==> src/rtl/decoder_scan_ctrl_if.sv <==
`default_nettype none
// ============================================================================
// decoder_scan_ctrl_if : control/sense/bitmap bundle of decoder_scan_ctrl
// Rev 1.0
// ============================================================================
interface decoder_scan_ctrl_if;
  logic        start;
  logic        mode;
  logic        stop;
  logic        sense;
  logic [3:0]  a;
  logic        busy;
  logic [15:0] sample_map;
  logic        map_valid;

  modport master (
    output start, mode, stop, sense,
    input  a, busy, sample_map, map_valid
  );

  modport slave (
    input  start, mode, stop, sense,
    output a, busy, sample_map, map_valid
  );
endinterface
`default_nettype wire

==> src/rtl/decoder_scan_ctrl.sv <==
`default_nettype none
// ============================================================================
// decoder_scan_ctrl : walks a decoder_4to16 select through 0..15, samples the
// sense return per row and publishes a 16-bit bitmap once per full pass.
// Rev 1.0
// ============================================================================
module decoder_scan_ctrl #(
  parameter int unsigned DWELL  = 4,
  parameter int unsigned SETTLE = 1
) (
  input  wire logic          clk,
  input  wire logic          rst_n,
  decoder_scan_ctrl_if.slave bus
);

  localparam logic [7:0] c_last_cnt   = 8'(DWELL - 1);
  localparam logic [7:0] c_settle_cnt = 8'(SETTLE);

  typedef enum logic [0:0] {
    ST_IDLE = 1'b0,
    ST_SCAN = 1'b1
  } state_e;

  state_e      state_q, state_d;
  logic [3:0]  a_q, a_d;
  logic [7:0]  cnt_q, cnt_d;
  logic [15:0] shadow_q, shadow_d;
  logic [15:0] map_q, map_d;
  logic        valid_q, valid_d;
  logic        busy_q, busy_d;
  logic        mode_q, mode_d;
  logic        stop_pend_q, stop_pend_d;

  always_ff @(posedge clk) begin
    if (!rst_n) begin
      state_q     <= ST_IDLE;
      a_q         <= 4'd0;
      cnt_q       <= 8'd0;
      shadow_q    <= 16'h0000;
      map_q       <= 16'h0000;
      valid_q     <= 1'b0;
      busy_q      <= 1'b0;
      mode_q      <= 1'b0;
      stop_pend_q <= 1'b0;
    end else begin
      state_q     <= state_d;
      a_q         <= a_d;
      cnt_q       <= cnt_d;
      shadow_q    <= shadow_d;
      map_q       <= map_d;
      valid_q     <= valid_d;
      busy_q      <= busy_d;
      mode_q      <= mode_d;
      stop_pend_q <= stop_pend_d;
    end
  end

  always_comb begin
    state_d     = state_q;
    a_d         = a_q;
    cnt_d       = cnt_q;
    shadow_d    = shadow_q;
    map_d       = map_q;
    valid_d     = 1'b0;
    busy_d      = busy_q;
    mode_d      = mode_q;
    stop_pend_d = stop_pend_q;

    case (state_q)
      ST_IDLE: begin
        a_d   = 4'd0;
        cnt_d = 8'd0;
        if (bus.start) begin
          state_d     = ST_SCAN;
          busy_d      = 1'b1;
          mode_d      = bus.mode;
          stop_pend_d = bus.stop;
        end
      end

      ST_SCAN: begin
        if (bus.stop) begin
          stop_pend_d = 1'b1;
        end
        if (cnt_q == c_settle_cnt) begin
          shadow_d[a_q] = bus.sense;
        end
        if (cnt_q == c_last_cnt) begin
          cnt_d = 8'd0;
          if (a_q != 4'hF) begin
            a_d = a_q + 4'd1;
          end else begin
            // shadow_d already holds a sample taken on this edge when SETTLE == DWELL-1
            a_d     = 4'd0;
            map_d   = shadow_d;
            valid_d = 1'b1;
            if (!(mode_q && !stop_pend_q)) begin
              state_d     = ST_IDLE;
              busy_d      = 1'b0;
              stop_pend_d = 1'b0;
            end
          end
        end else begin
          cnt_d = cnt_q + 8'd1;
        end
      end

      default: begin
        state_d = ST_IDLE;
      end
    endcase
  end

  assign bus.a          = a_q;
  assign bus.busy       = busy_q;
  assign bus.sample_map = map_q;
  assign bus.map_valid  = valid_q;

endmodule
`default_nettype wire
==> src/flat_wrapper.sv <==
// flat-port wrapper written by rule: the top's interface ports become plain ports
module decoder_scan_ctrl_flat 
#(
  parameter int unsigned DWELL  = 4,
  parameter int unsigned SETTLE = 1
)
  (clk, rst_n, bus_start, bus_mode, bus_stop, bus_sense, bus_a, bus_busy, bus_sample_map, bus_map_valid);
  decoder_scan_ctrl_if bus_i ();
  input  wire logic clk;
  input  wire logic rst_n;
  input wire logic [$bits(bus_i.start)-1:0] bus_start;
  input wire logic [$bits(bus_i.mode)-1:0] bus_mode;
  input wire logic [$bits(bus_i.stop)-1:0] bus_stop;
  input wire logic [$bits(bus_i.sense)-1:0] bus_sense;
  output wire logic [$bits(bus_i.a)-1:0] bus_a;
  output wire logic [$bits(bus_i.busy)-1:0] bus_busy;
  output wire logic [$bits(bus_i.sample_map)-1:0] bus_sample_map;
  output wire logic [$bits(bus_i.map_valid)-1:0] bus_map_valid;
  assign bus_i.start = bus_start;
  assign bus_i.mode = bus_mode;
  assign bus_i.stop = bus_stop;
  assign bus_i.sense = bus_sense;
  assign bus_a = bus_i.a;
  assign bus_busy = bus_i.busy;
  assign bus_sample_map = bus_i.sample_map;
  assign bus_map_valid = bus_i.map_valid;
  decoder_scan_ctrl #(.DWELL(DWELL), .SETTLE(SETTLE)) u_core (.clk(clk), .rst_n(rst_n), .bus(bus_i));
endmodule
==> config.mk <==
export PLATFORM = sky130hd
export DESIGN_NAME = decoder_scan_ctrl_flat
export DESIGN_NICKNAME = d
export VERILOG_FILES = /design/src/rtl/decoder_scan_ctrl_if.sv /design/src/rtl/decoder_scan_ctrl.sv /design/src/flat_wrapper.sv
export SDC_FILE = /design/constraint.sdc
export NUM_CORES = 1
export LEC_CHECK = 0
export BUFFER_PORTS_ARGS = -buffer_cell sky130_fd_sc_hd__buf_2
export CAP_MARGIN = 20
export CORE_UTILIZATION = 40
export DETAILED_ROUTE_END_ITERATION = 7
export PLACE_DENSITY = 0.71
export RECOVER_POWER = 25
export SYNTH_ARGS = -nofsm -noshare
export SYNTH_HDL_FRONTEND = slang
export SYNTH_SLANG_ARGS = --single-unit
==> constraint.sdc <==
create_clock -name clk -period 2.12 [get_ports clk]
set_input_delay 0.212 -clock clk [delete_from_list [all_inputs] [get_ports clk]]
set_output_delay 0.212 -clock clk [all_outputs]
set_load 0.01 [all_outputs]
# Word level (Yosys, flattened, before mapping)
# Cells that the tools add are included.
[totals] regBits=49 input_bits=6 out_inout_bits=22
[op_classes] mux=26 n_lt_le_gt_ge=2 n_bitwise=2 reduce_logical=7 n_eq_ne=7 addsub=2
[ops] operator="bitwise mux 16 bit" n=1
[ops] operator="2-to-1 mux 16 bit" n=1
[ops] operator="one-hot mux 8 bit (2 select lines)" n=1
[ops] operator="2-to-1 mux 1 bit" n=15
[ops] operator="adder 8 x 1 -> 8 bit, second input constant" n=1
[ops] operator="== test 8 x 1 -> 1 bit, second input constant" n=1
[ops] operator="== test 8 x 2 -> 1 bit, second input constant" n=1
[ops] operator="2-to-1 mux 4 bit" n=2
[ops] operator="2-to-1 mux 8 bit" n=1
[ops] operator="inequality test 2 bit, second input constant" n=4
[ops] operator="one-hot mux 4 bit (2 select lines)" n=1
[ops] operator="one-hot mux 1 bit (2 select lines)" n=3
[ops] operator="AND reduction 3 bit" n=2
[ops] operator="< comparator 4 x 5 -> 1 bit, second input constant" n=1
[ops] operator="adder 4 x 1 -> 4 bit, second input constant" n=1
[ops] operator="demux 1 bit (select 4 bit)" n=1
[ops] operator=">= comparator 4 x 1 -> 1 bit, second input constant" n=1
[ops] operator="inequality test 4 bit, second input constant" n=1
[ops] operator="AND reduction 4 bit" n=1
[ops] operator="logical AND 1 bit" n=2
[ops] operator="NOT 1 bit" n=2
[ops] operator="AND reduction 2 bit" n=1
[ops] operator="zero test 1 bit" n=1

# Logic depth before layout (Yosys ltp)
# Gate-level depths: netlist of run 1.
[logic_depth] depth_word=6 mapped_depth=7

# Worst setup path before layout of run 1
# OpenSTA, ideal clock, no wires.
[synth_path] kind="reg-to-reg" startpoint="register u_core.cnt_q[0]" endpoint="register u_core.stop_pend_q" slack_ns=0.512 setup_ns=0.117 required_time_ns=2.003 arrival_time_ns=1.491 period_less_slack_ns=1.608 path_stages_with_launch=6 cell_sequence="dfxtp_1 -> ha_1 -> nor4b_4 -> nand3_2 -> o221a_1 -> a32o_1"
[synth_between] elab_chain_cells=3
[synth_rtl] item="start, declared" line_no="decoder_scan_ctrl.sv:26" source="logic [7:0] cnt_q, cnt_d;"
[synth_rtl] item="start signal, assigned" line_no="decoder_scan_ctrl.sv:48" source="cnt_q <= cnt_d;"
[synth_rtl] item="== test 8 x 2 -> 1 bit" line_no="decoder_scan_ctrl.sv:88" source="if (cnt_q == c_last_cnt) begin"
[synth_rtl] item="2-to-1 mux 1 bit" line_no="decoder_scan_ctrl.sv:88"
[synth_rtl] item="one-hot mux 1 bit (2 select lines)" line_no="decoder_scan_ctrl.sv:69" source="case (state_q)"
[synth_rtl] item="end signal, assigned" line_no="decoder_scan_ctrl.sv:54" source="stop_pend_q <= stop_pend_d;"
[synth_rtl] item="end, declared" line_no="decoder_scan_ctrl.sv:32" source="logic stop_pend_q, stop_pend_d;"
# Every way passes these cells.
# A chain may end at the register's enable or synchronous reset.

# Worst setup path in the final report of run 1
[layout_path] startpoint="register u_core.cnt_q[0]" endpoint="register u_core.map_q[14], in the netlist u_core.bus.sample_map[14]"
[layout_between] elab_chain_cells=2 elab_cells_between_ends=4 cone_classes="eq/ne (2); mux (1); reduce/logical (1)"
[layout_rtl] item="== test 8 x 2 -> 1 bit / == test 8 x 1 -> 1 bit (equally long branches)" line_no="decoder_scan_ctrl.sv:88, decoder_scan_ctrl.sv:85"
[layout_rtl] item="AND reduction 3 bit (no line) / 2-to-1 mux 16 bit (equally long branches)"
[layout_rtl] item="end signal, assigned" line_no="decoder_scan_ctrl.sv:50" source="map_q <= map_d;"
[layout_rtl] item="end, declared" line_no="decoder_scan_ctrl.sv:28" source="logic [15:0] map_q, map_d;"
# Parallel ways exist; a longest one is shown, timed or not.

==> results of run 1 <==
state kept, by name, summed over array words and instances, names as in the netlist:
| signal | cells |
|---|---|
| u_core.shadow_q | 16 |
| u_core.mode_q | 1 |
| u_core.stop_pend_q | 1 |
| u_core.bus.map_valid | 1 |
| u_core.cnt_q | 8 |
| u_core.state_q | 1 |
| u_core.bus.sample_map | 16 |
| u_core.bus.busy | 1 |
| u_core.bus.a | 4 |
worst min-delay path by stage:
stage          cells past startpoint                        end                 startpoint
6_report                           2         u_core.stop_pend_q                   bus_stop
2_1_floorplan                      1         u_core.stop_pend_q                   bus_stop
5_1_grt                            2         u_core.stop_pend_q                   bus_stop
4_1_cts                            2         u_core.stop_pend_q                   bus_stop
3_5_place_dp                       2  u_core.bus.sample_map[11]  u_core.bus.sample_map[11]
3_3_place_gp                       2         u_core.stop_pend_q                   bus_stop
power groups by stage:
stage	Combinational (mW)	Sequential (mW)	Clock [mW]
detailed placement	0.0579	0.956	0
floorplan	0.0436	0.953	0
global placement	0.0571	0.956	0
global route	0.0641	0.936	0.590
finish	0.0580	0.935	0.537
CTS	0.0584	0.934	0.545
routing by layer:
metal  vias up  part of all wire, %
li1        884                    -
met1       801                   50
met2        43                   44
met3         6                  4.8
met4         0                  1.2
met5         -                    0
cells in the mapped netlist (all sizes together):
| master | instances | area share, % |
|---|---|---|
| nor4b | 2 | 1.7 |
| and4 | 2 | 0.79 |
| a21oi | 3 | 0.68 |
| a31oi | 3 | 0.85 |
| mux2i | 19 | 8.6 |
| nor2 | 10 | 1.7 |
| inv | 3 | 0.51 |
| ha | 7 | 3.9 |
| or3 | 1 | 0.28 |
| o211a | 1 | 0.45 |
| buf | 5 | 1.5 |
| nor4 | 1 | 0.28 |
| nor3 | 2 | 0.45 |
| nand2 | 44 | 7.6 |
| nand3 | 19 | 4.5 |
| nand4 | 6 | 1.7 |
| and4bb | 1 | 0.56 |
| o21ai | 7 | 1.6 |
| o221a | 2 | 1.0 |
| a21boi | 13 | 4.4 |
| nor2b | 17 | 4.8 |
| and2 | 1 | 0.28 |
| and3 | 1 | 0.28 |
| dfxtp | 49 | 44 |
| xor2 | 4 | 1.6 |
| and4b | 5 | 2.3 |
| xnor2 | 3 | 1.2 |
| a32o | 1 | 0.45 |
| clkbuf | 11 | 1.9 |
stage by stage:
step / setup slack [ns] / hold WS [ns] / area, sq um
floorplan: 0.512 / 0.338 / 2220
global placement: 0.407 / 0.437 / 2420
detailed placement: 0.316 / 0.443 / 2420
CTS: 0.285 / 0.146 / 2500
global route: 0.0693 / 0.139 / 2480
finish: 0.289 / 0.143 / 2480
final cells by class:
class	count	area [sq um]
clock buffers	5	68.8
clock inverters	3	17.5
fillers	538	2760
inverters	3	11.3
multi-input cells	175	1160
flip-flops and latches	49	981
well taps	70	87.6
repair buffers	33	159
logic make-up after synthesis:
kind of cell | count (synthesis) | synth area share [%]
compound gates | 30 | 9.41
mux | 19 | 8.57
fa+ha+maj | 7 | 3.95
flops | 49 | 44.2
xor+xnor | 7 | 2.76
buf+inv | 19 | 3.95
simple gates | 112 | 27.2
cell usage in the layout, fill, tap and decap left out, drive strengths merged, types with 5 or more instances in the layout:
cell    count
nor2       10
nand4       6
nand3      19
nor2b      17
dfxtp      49
and4b       5
a21boi     13
ha          7
mux2i      19
clkbuf     22
o21ai       7
buf        16
nand2      44
==> flow_metrics.py, run 1 <==
metrics = {
    "route": {
        "drcViolationCount": 0,
        "vias_per_cell": 5.13,
        "drt-pass1-iter-count": 4,
        "routed_wl_microns": 4400,
        "detail_route.wl_per_cell_microns": 13.0,
        "dr_total_vias": 1734,
        "first_iter_violations": 107,
        "ant_nets": 0,
    },
    "clock_tree": {
        "cts_made_buffers": 5,
        "cts_tree": "done",
        "cts_buffer_depth": 2,
        "h-tree-depth": 2,
        "post_cts_resized": 0,
        "post_cts_buffers": 0,
        "cts.sinks": 49,
        "clock-root-buffer": "clkbuf_8",
        "cts.clk_slew.worst_paths_ns": 0.09,
        "ctsHoldBuffers": 0,
        "clk_latency_ns": 0.30,
    },
    "timing": {
        "setup_tns_ns": 0,
        "max_freq_mhz": 546,
        "relSlewSlack_pct": 63.9,
        "finClkSkew_ns": 0.00691,
        "min_period_over_period_pct": 86.4,
        "period_needed_ns": 1.83,
        "drv_slew": 0,
        "worstMarginPinSlew_ns": 0.536,
        "rsz0062_at_grt": "false",
        "setup_viol": 0,
        "hold_viol": 0,
    },
    "logic_synthesis": {
        "netlist_area_sq_um": 2220,
        "synthesis.instances": 243,
        "ys_seq_elements": 49,
        "ys_seq_area_share_pct": 44.2,
        "avgSynthCellArea_sq_um": 9.13,
        "yosysWarningCount": 0,
        "ys_types": 38,
        "syn_nets": 256,
    },
    "power": {
        "cellPowerDensity_nw_per_um2": 616,
        "p_leak_nw": 0.972,
        "totalPowerFinal_mw": 1.53,
        "switching_share_pct": 22.8,
        "p_seq_share_pct": 61.1,
        "peakVddDrop_mv": 0.408,
        "p_int_mw": 1.18,
        "p_switching_uw": 349,
        "pwr-share-clk_pct": 35.1,
        "combinationalPowerShare_pct": 3.8,
    },
    "floorplanning": {
        "die_area_sq_um": 5850,
        "fp.coreArea_sq_um": 5240,
        "rows": 26,
        "die_y_microns": 76.5,
        "die_w_microns": 76.5,
        "io_pins": 28,
        "start_util_pct": 42.4,
    },
    "setup_path": {
        "critPathBufInv": 1,
        "cp.arrival_ns": 2.05,
        "crit_type": "reg -> reg",
        "crit_path_end": "u_core.bus.sample_map[14]",
        "ff2ff_setup_slack_ns": 0.29,
        "ff2ff_path_depth": 6,
        "rr_startpoint": "u_core.cnt_q[0]",
        "cp.depth": 6,
        "slowest_delay_ns": 0.41,
        "cp_cell_sequence": "ha_1 > nor4b_4 > and3_1 > buf_4 > o21ai_1 > a31oi_1",
        "r2r-end": "u_core.bus.sample_map[14]",
        "crit_required_ns": 2.34,
        "end_kind": "flip-flop",
        "critPathLaunchType": "flip-flop",
        "worstPathMaxFanout": 11,
        "cpMaxStageDelayCell": "dfxtp_1",
        "crit_family": "simple AND/OR/NAND/NOR gates",
        "worstSetupStartpoint": "u_core.cnt_q[0]",
    },
    "grt": {
        "met2_usage_pct": 25.7,
        "grt_pass1_wl_microns": 7800,
        "met1_usage_pct": 22.9,
        "track_usage_pct": 16.5,
        "antenna_found_initial": 0,
        "grt_max_degree": 26,
        "grt_pass1_vias": 1621,
        "grt.busiest_layer": "met2",
        "overflow": 0,
        "met3_usage_pct": 3.59,
    },
    "layout": {
        "antenna_cells": 0,
        "instances_no_fill": 338,
        "area.growth.synth_to_final_pct": 11.8,
        "final_core_util_pct": 47.4,
        "nets": 280,
        "drive_gt1_share_pct": 11.6,
    },
    "min_path": {
        "hold_path_class": "in -> reg",
    },
    "placement": {
        "hpwl_microns": 3100,
        "gp_congestion": 0.822,
        "place.port_buffers": 27,
        "post-place-cells": 330,
    },
    "outcome": {
        "outcome": "finished clean",
    },
    "job": {
        "cap_violations": 0,
    },
}
Power figures use the tool's default switching activity.
==> inputs of run 2 (changes only) <==
--- a/config.mk
+++ b/config.mk
@@ -9,7 +9,7 @@
 export CAP_MARGIN = 20
 export CORE_UTILIZATION = 40
 export DETAILED_ROUTE_END_ITERATION = 7
-export PLACE_DENSITY = 0.71
+export PLACE_DENSITY = 0.63
 export RECOVER_POWER = 25
 export SYNTH_ARGS = -nofsm -noshare
 export SYNTH_HDL_FRONTEND = slang
==> flow_metrics.py, run 2 (synthesis results as in run 1) <==
metrics = {
    "grt": {
        "grt.busiest_layer": "met1",
        "antenna_found_initial": 0,
        "grt_pass1_vias": 1595,
        "met2_usage_pct": 22.9,
        "overflow": 0,
        "track_usage_pct": 15.9,
        "met1_usage_pct": 23.6,
        "met3_usage_pct": 3.47,
        "grt_pass1_wl_microns": 7620,
        "grt_max_degree": 25,
    },
    "layout": {
        "nets": 280,
        "multi_input_area_sq_um": 1160,
        "antenna_cells": 0,
        "fin_area_sq_um": 2510,
        "instances_no_fill": 338,
        "area.growth.synth_to_final_pct": 13.3,
        "drive_gt1_share_pct": 11.6,
        "layout_commonest_cell": "dfxtp_1",
        "ff_latch_area_sq_um": 981,
        "final_cell_mix": "dfxtp_1 (49), nand2_1 (43), mux2i_1 (19), nand3_1 (18)",
        "fillerInstances": 520,
    },
    "timing": {
        "finClkSkew_ns": 0.00769,
        "worstMarginPinSlew_ns": 0.629,
        "hold_viol": 0,
        "max_freq_mhz": 566,
        "period_needed_ns": 1.77,
        "setup_tns_ns": 0,
        "relSlewSlack_pct": 57.7,
        "whs_ns": 0.139,
        "drv_slew": 0,
        "rsz0062_at_grt": "false",
        "min_period_over_period_pct": 83.4,
        "setup_viol": 0,
    },
    "route": {
        "first_iter_violations": 90,
        "drcViolationCount": 0,
        "routed_wl_microns": 4320,
        "drt-pass1-iter-count": 4,
        "dr_total_vias": 1698,
        "ant_nets": 0,
        "vias_per_cell": 5.02,
        "detail_route.wl_per_cell_microns": 12.8,
    },
    "floorplanning": {
        "io_pins": 28,
        "rows": 26,
        "die_y_microns": 76.5,
        "start_util_pct": 42.4,
        "fp.coreArea_sq_um": 5240,
        "die_area_sq_um": 5850,
        "die_w_microns": 76.5,
    },
    "setup_path": {
        "slowest_delay_ns": 0.40,
        "end_kind": "flip-flop",
        "crit_type": "reg -> reg",
        "crit_required_ns": 2.34,
        "critPathLaunchType": "flip-flop",
        "cp.arrival_ns": 1.99,
        "crit_family": "simple AND/OR/NAND/NOR gates",
        "critPathBufInv": 1,
        "cp_cell_sequence": "ha_1 > nor4b_4 > and3_1 > buf_4 > o21ai_1 > a31oi_1",
        "cpMaxStageDelayCell": "dfxtp_1",
        "worstPathMaxFanout": 10,
    },
    "power": {
        "p_int_mw": 1.34,
        "switching_share_pct": 20.4,
        "combinationalPowerShare_pct": 3.4,
        "p_switching_uw": 343,
        "peakVddDrop_mv": 0.378,
        "cellPowerDensity_nw_per_um2": 668,
        "p_leak_nw": 0.986,
        "pwr-share-clk_pct": 40.9,
        "p_seq_share_pct": 55.6,
    },
    "clock_tree": {
        "cts_buffer_depth": 2,
        "cts.sinks": 49,
        "cts_tree": "done",
        "h-tree-depth": 2,
        "post_cts_buffers": 0,
        "cts_made_buffers": 5,
        "clk_latency_ns": 0.29,
        "ctsHoldBuffers": 0,
        "cts.clk_slew.worst_paths_ns": 0.09,
        "post_cts_resized": 0,
        "clock-root-buffer": "clkbuf_8",
    },
    "min_path": {
        "hold_path_class": "in -> reg",
    },
    "placement": {
        "post-place-cells": 330,
        "place.port_buffers": 27,
        "hpwl_microns": 3030,
        "gp_congestion": 0.831,
        "dpl_cell_area_sq_um": 2420,
    },
    "outcome": {
        "outcome": "finished clean",
    },
    "job": {
        "cap_violations": 0,
    },
}
[run 2: power by group through the flow]
stage	logic (mW)	registers, mW	clock network (mW)
after floorplan	0.0436	0.953	0
after global placement	0.0580	0.956	0
after detailed placement	0.0583	0.956	0
after CTS	0.0586	0.934	0.722
after global routing	0.0636	0.936	0.763
final	0.0578	0.934	0.687
[run 2: final timing paths]
check,startpoint,endpoint,slack [ns],cells after the start
worst max-delay path,u_core.cnt_q[0],u_core.bus.sample_map[14],0.35,6
worst min register to register,u_core.shadow_q[5],u_core.bus.sample_map[5],0.46,2
worst max register to register,u_core.cnt_q[0],u_core.bus.sample_map[14],0.35,6
worst min-delay path,bus_stop,u_core.stop_pend_q,0.14,2
[run 2: stage by stage]
| step | utilization, % | setup slack [ns] | power [mW] |
|---|---|---|---|
| floorplan | - | 0.512 | 0.996 |
| global placement | 46.1 | 0.410 | 1.01 |
| detailed placement | 46.1 | 0.356 | 1.01 |
| CTS | 48.4 | 0.340 | 1.72 |
| global route | 48.0 | 0.210 | 1.76 |
| finish | 48.0 | 0.352 | 1.68 |
[run 2: metal layers]
metal	vias up	wire length (microns)
met5	-	0
met4	0	36
met3	5	179
met2	34	1780
met1	780	2320
li1	879	-
[run 2: final cells by class]
type,instances,area share (%)
flip-flops and latches,49,39.0
clock inverters,2,1.49
multi-input cells,175,46.0
well taps,70,3.48
clock buffers,6,3.28
inverters,3,0.448
repair buffers,33,6.32
[run 2: worst register-to-register path, cell delays in order, from the launching register on]
cell	delay, ns
dfxtp_1	0.40
ha_1	0.23
nor4b_4	0.37
and3_1	0.29
buf_4	0.19
o21ai_1	0.07
a31oi_1	0.15
==> inputs of run 3 (changes only) <==
--- a/config.mk
+++ b/config.mk
@@ -5,11 +5,12 @@
 export SDC_FILE = /design/constraint.sdc
 export NUM_CORES = 1
 export LEC_CHECK = 0
+export ABC_AREA = 1
 export BUFFER_PORTS_ARGS = -buffer_cell sky130_fd_sc_hd__buf_2
 export CAP_MARGIN = 20
 export CORE_UTILIZATION = 40
 export DETAILED_ROUTE_END_ITERATION = 7
-export PLACE_DENSITY = 0.63
+export PLACE_DENSITY = 0.64
 export RECOVER_POWER = 25
 export SYNTH_ARGS = -nofsm -noshare
 export SYNTH_HDL_FRONTEND = slang
==> constraint.sdc (replaced) <==
create_clock -name clk -period 1.4 [get_ports clk]
set_input_delay 0.14 -clock clk [delete_from_list [all_inputs] [get_ports clk]]
set_output_delay 0.14 -clock clk [all_outputs]
set_load 0.01 [all_outputs]
==> flow_metrics.py, run 3 <==
metrics = {
    "layout": {
        "final_cell_mix": "nand2_1 (113), nor2_1 (81), nand3_1 (43), inv_1 (42), dfxtp_1 (41)",
        "multi_input_area_sq_um": 1680,
        "drive_gt1_share_pct": 25.9,
        "fin_area_sq_um": 3640,
        "area.growth.synth_to_final_pct": 30.2,
        "fillerInstances": 666,
        "antenna_cells": 0,
        "ff_latch_area_sq_um": 993,
        "layout_commonest_cell": "nand2_1",
        "nets": 507,
    },
    "floorplanning": {
        "rows": 30,
        "fp.coreArea_sq_um": 6790,
        "die_y_microns": 85.7,
        "io_pins": 28,
        "start_util_pct": 41.2,
        "die_area_sq_um": 7340,
        "die_w_microns": 85.7,
    },
    "grt": {
        "overflow": 0,
        "grt_pass1_vias": 2430,
        "track_usage_pct": 18.5,
        "grt_pass1_wl_microns": 10800,
        "antenna_found_initial": 0,
        "grt_max_degree": 24,
    },
    "timing": {
        "min_period_over_period_pct": 103,
        "setup_tns_ns": -0.313,
        "period_needed_ns": 1.44,
        "finClkSkew_ns": 0.00543,
        "relSlewSlack_pct": 78.2,
        "worstMarginPinSlew_ns": 0.327,
        "max_freq_mhz": 696,
        "drv_slew": 0,
        "finalWorstSetupSlack_ns": -0.0361,
        "setup_viol": 16,
        "hold_viol": 0,
        "rsz0062_at_grt": "true",
    },
    "route": {
        "dr_total_vias": 2800,
        "detail_route.wl_per_cell_microns": 11.8,
        "routed_wl_microns": 7000,
        "first_iter_violations": 122,
        "ant_nets": 0,
        "drcViolationCount": 0,
        "vias_per_cell": 4.74,
        "drt-pass1-iter-count": 4,
    },
    "job": {
        "cap_violations": 0,
    },
    "setup_path": {
        "ff2ff_setup_slack_ns": -0.04,
        "end_kind": "flip-flop",
        "crit_type": "reg -> reg",
        "worstPathMaxFanout": 9,
        "crit_required_ns": 1.65,
        "cp.arrival_ns": 1.69,
        "critPathLaunchType": "flip-flop",
    },
    "logic_synthesis": {
        "ys_types": 28,
        "synth_top_area_cell": "dfxtp_1",
        "avgSynthCellArea_sq_um": 6.35,
        "synthesis.instances": 441,
        "yosysMostFrequentCell": "nand2_1",
        "netlist_area_sq_um": 2800,
        "synth_top_area_share_pct": 35.0,
        "ys_seq_elements": 49,
        "synth_edf_count": 0,
        "syn_nets": 454,
        "yosysWarningCount": 0,
        "synth_area_leaders": "dfxtp_1 (35%), nand2_1 (16%), nor2_1 (11%)",
        "ys_seq_area_share_pct": 35.0,
        "dominantRegCellSynth": "dfxtp_1",
        "synthArstFlopShare_pct": 0,
        "synth_common_cells": "nand2_1 (120), nor2_1 (85), dfxtp_1 (49), inv_1 (46), nand3_1 (43)",
    },
    "placement": {
        "place.port_buffers": 27,
        "gp_congestion": 0.843,
        "dp_slack_ns": -0.0375,
        "dpl_cell_area_sq_um": 3220,
        "hpwl_microns": 4460,
    },
    "clock_tree": {
        "cts_tree": "done",
        "cts.sinks": 49,
        "cts.clk_slew.worst_paths_ns": 0.09,
        "ctsHoldBuffers": 0,
        "cts_made_buffers": 5,
        "cts_buffer_depth": 2,
        "h-tree-depth": 2,
        "clock-root-buffer": "clkbuf_8",
        "clk_latency_ns": 0.31,
    },
    "power": {
        "peakVddDrop_mv": 0.331,
        "cellPowerDensity_nw_per_um2": 766,
        "p_leak_nw": 1.82,
    },
    "outcome": {
        "outcome": "finished with violations",
        "violations": "negative setup slack",
    },
    "min_path": {
        "hold_path_class": "in -> reg",
    },
}
[run 3: cell count changes in the layout (fill, tap and decap cells not counted), sizes merged, moves of 4 or more]
cell | previous run | this run
buf | 16 | 54
xor2 | 4 | 0
inv | 3 | 45
a21boi | 13 | 0
o21ai | 7 | 20
nor2 | 10 | 89
a21oi | 3 | 8
nor2b | 17 | 0
mux2i | 19 | 0
nand4 | 6 | 10
and4b | 5 | 0
nand2 | 44 | 135
nand3 | 19 | 44
[run 3: final timing paths]
check / end / cells past startpoint / from
hold reg to reg: u_core.stop_pend_q / 2 / u_core.stop_pend_q
hold / removal: u_core.mode_q / 3 / bus_mode
setup / recovery: u_core.bus.sample_map[14] / 8 / u_core.bus.a[0]
setup reg to reg: u_core.bus.sample_map[14] / 8 / u_core.bus.a[0]
[run 3: kinds of logic (layout without fill, tap and decap cells)]
group,after synthesis,count (layout),synth area share [%]
buffers and inverters,71,125,11.4
AO/OA/AOI/OAI,30,30,5.50
adder cells (fa/ha/maj),7,7,3.13
AND/OR/NAND/NOR,284,284,45.0
flip-flops,49,49,35.0
[run 3: power breakdown]
group | internal [mW] | total, mW | leakage, nW | switching, mW
logic | 0.150 | 0.364 | 1.37 | 0.214
registers | 1.44 | 1.48 | 0.403 | 0.0444
clock network | 0.448 | 0.944 | 0.0542 | 0.496
[run 3: per-layer routing]
metal	up-vias	wire, microns	GRT usage [%]
met5	-	0	0
met4	0	108	5.76
met3	10	304	3.75
met2	53	3340	32.7
met1	1263	3250	22.6
li1	1474	-	-
[run 3: worst max-delay path, cell delays in order, from the launching register on]
cell       delay (ns)
dfxtp_2          0.40
ha_4             0.16
nand3_1          0.13
inv_2            0.13
nand3_4          0.16
clkbuf_16        0.20
nand2_1          0.05
nand2_1          0.04
nor2_1           0.10
[run 3: cell type report]
cell class | count | share of cell area (%)
clock inverter | 1 | 0.137
tap | 96 | 3.30
inverter | 48 | 5.08
timing repair buffer | 69 | 15.4
clock buffer | 7 | 2.64
multi-input combinational | 321 | 46.1
sequential | 49 | 27.3
[run 3: repair_timing]
item / in CTS / in global routing
buffers inserted: 0 / 9
gates resized for setup: 16 / 48
endpoints found under the setup margin: 25 / 42
cloned: 0 / 3
endpoints found under the hold margin: 0 / 0
pin swaps: 2 / 2
[run 3: through the flow]
stage | hold slack (ns) | power [mW] | cells | util (%)
after floorplan | 0.280 | 1.75 | 441 | -
after global placement | 0.375 | 1.83 | 571 | 47.4
after CTS | 0.0510 | 2.79 | 579 | 49.2
after global routing | 0.0606 | 2.92 | 591 | 53.6
after detailed placement | 0.377 | 1.84 | 571 | 47.4
final | 0.0529 | 2.79 | 591 | 53.6
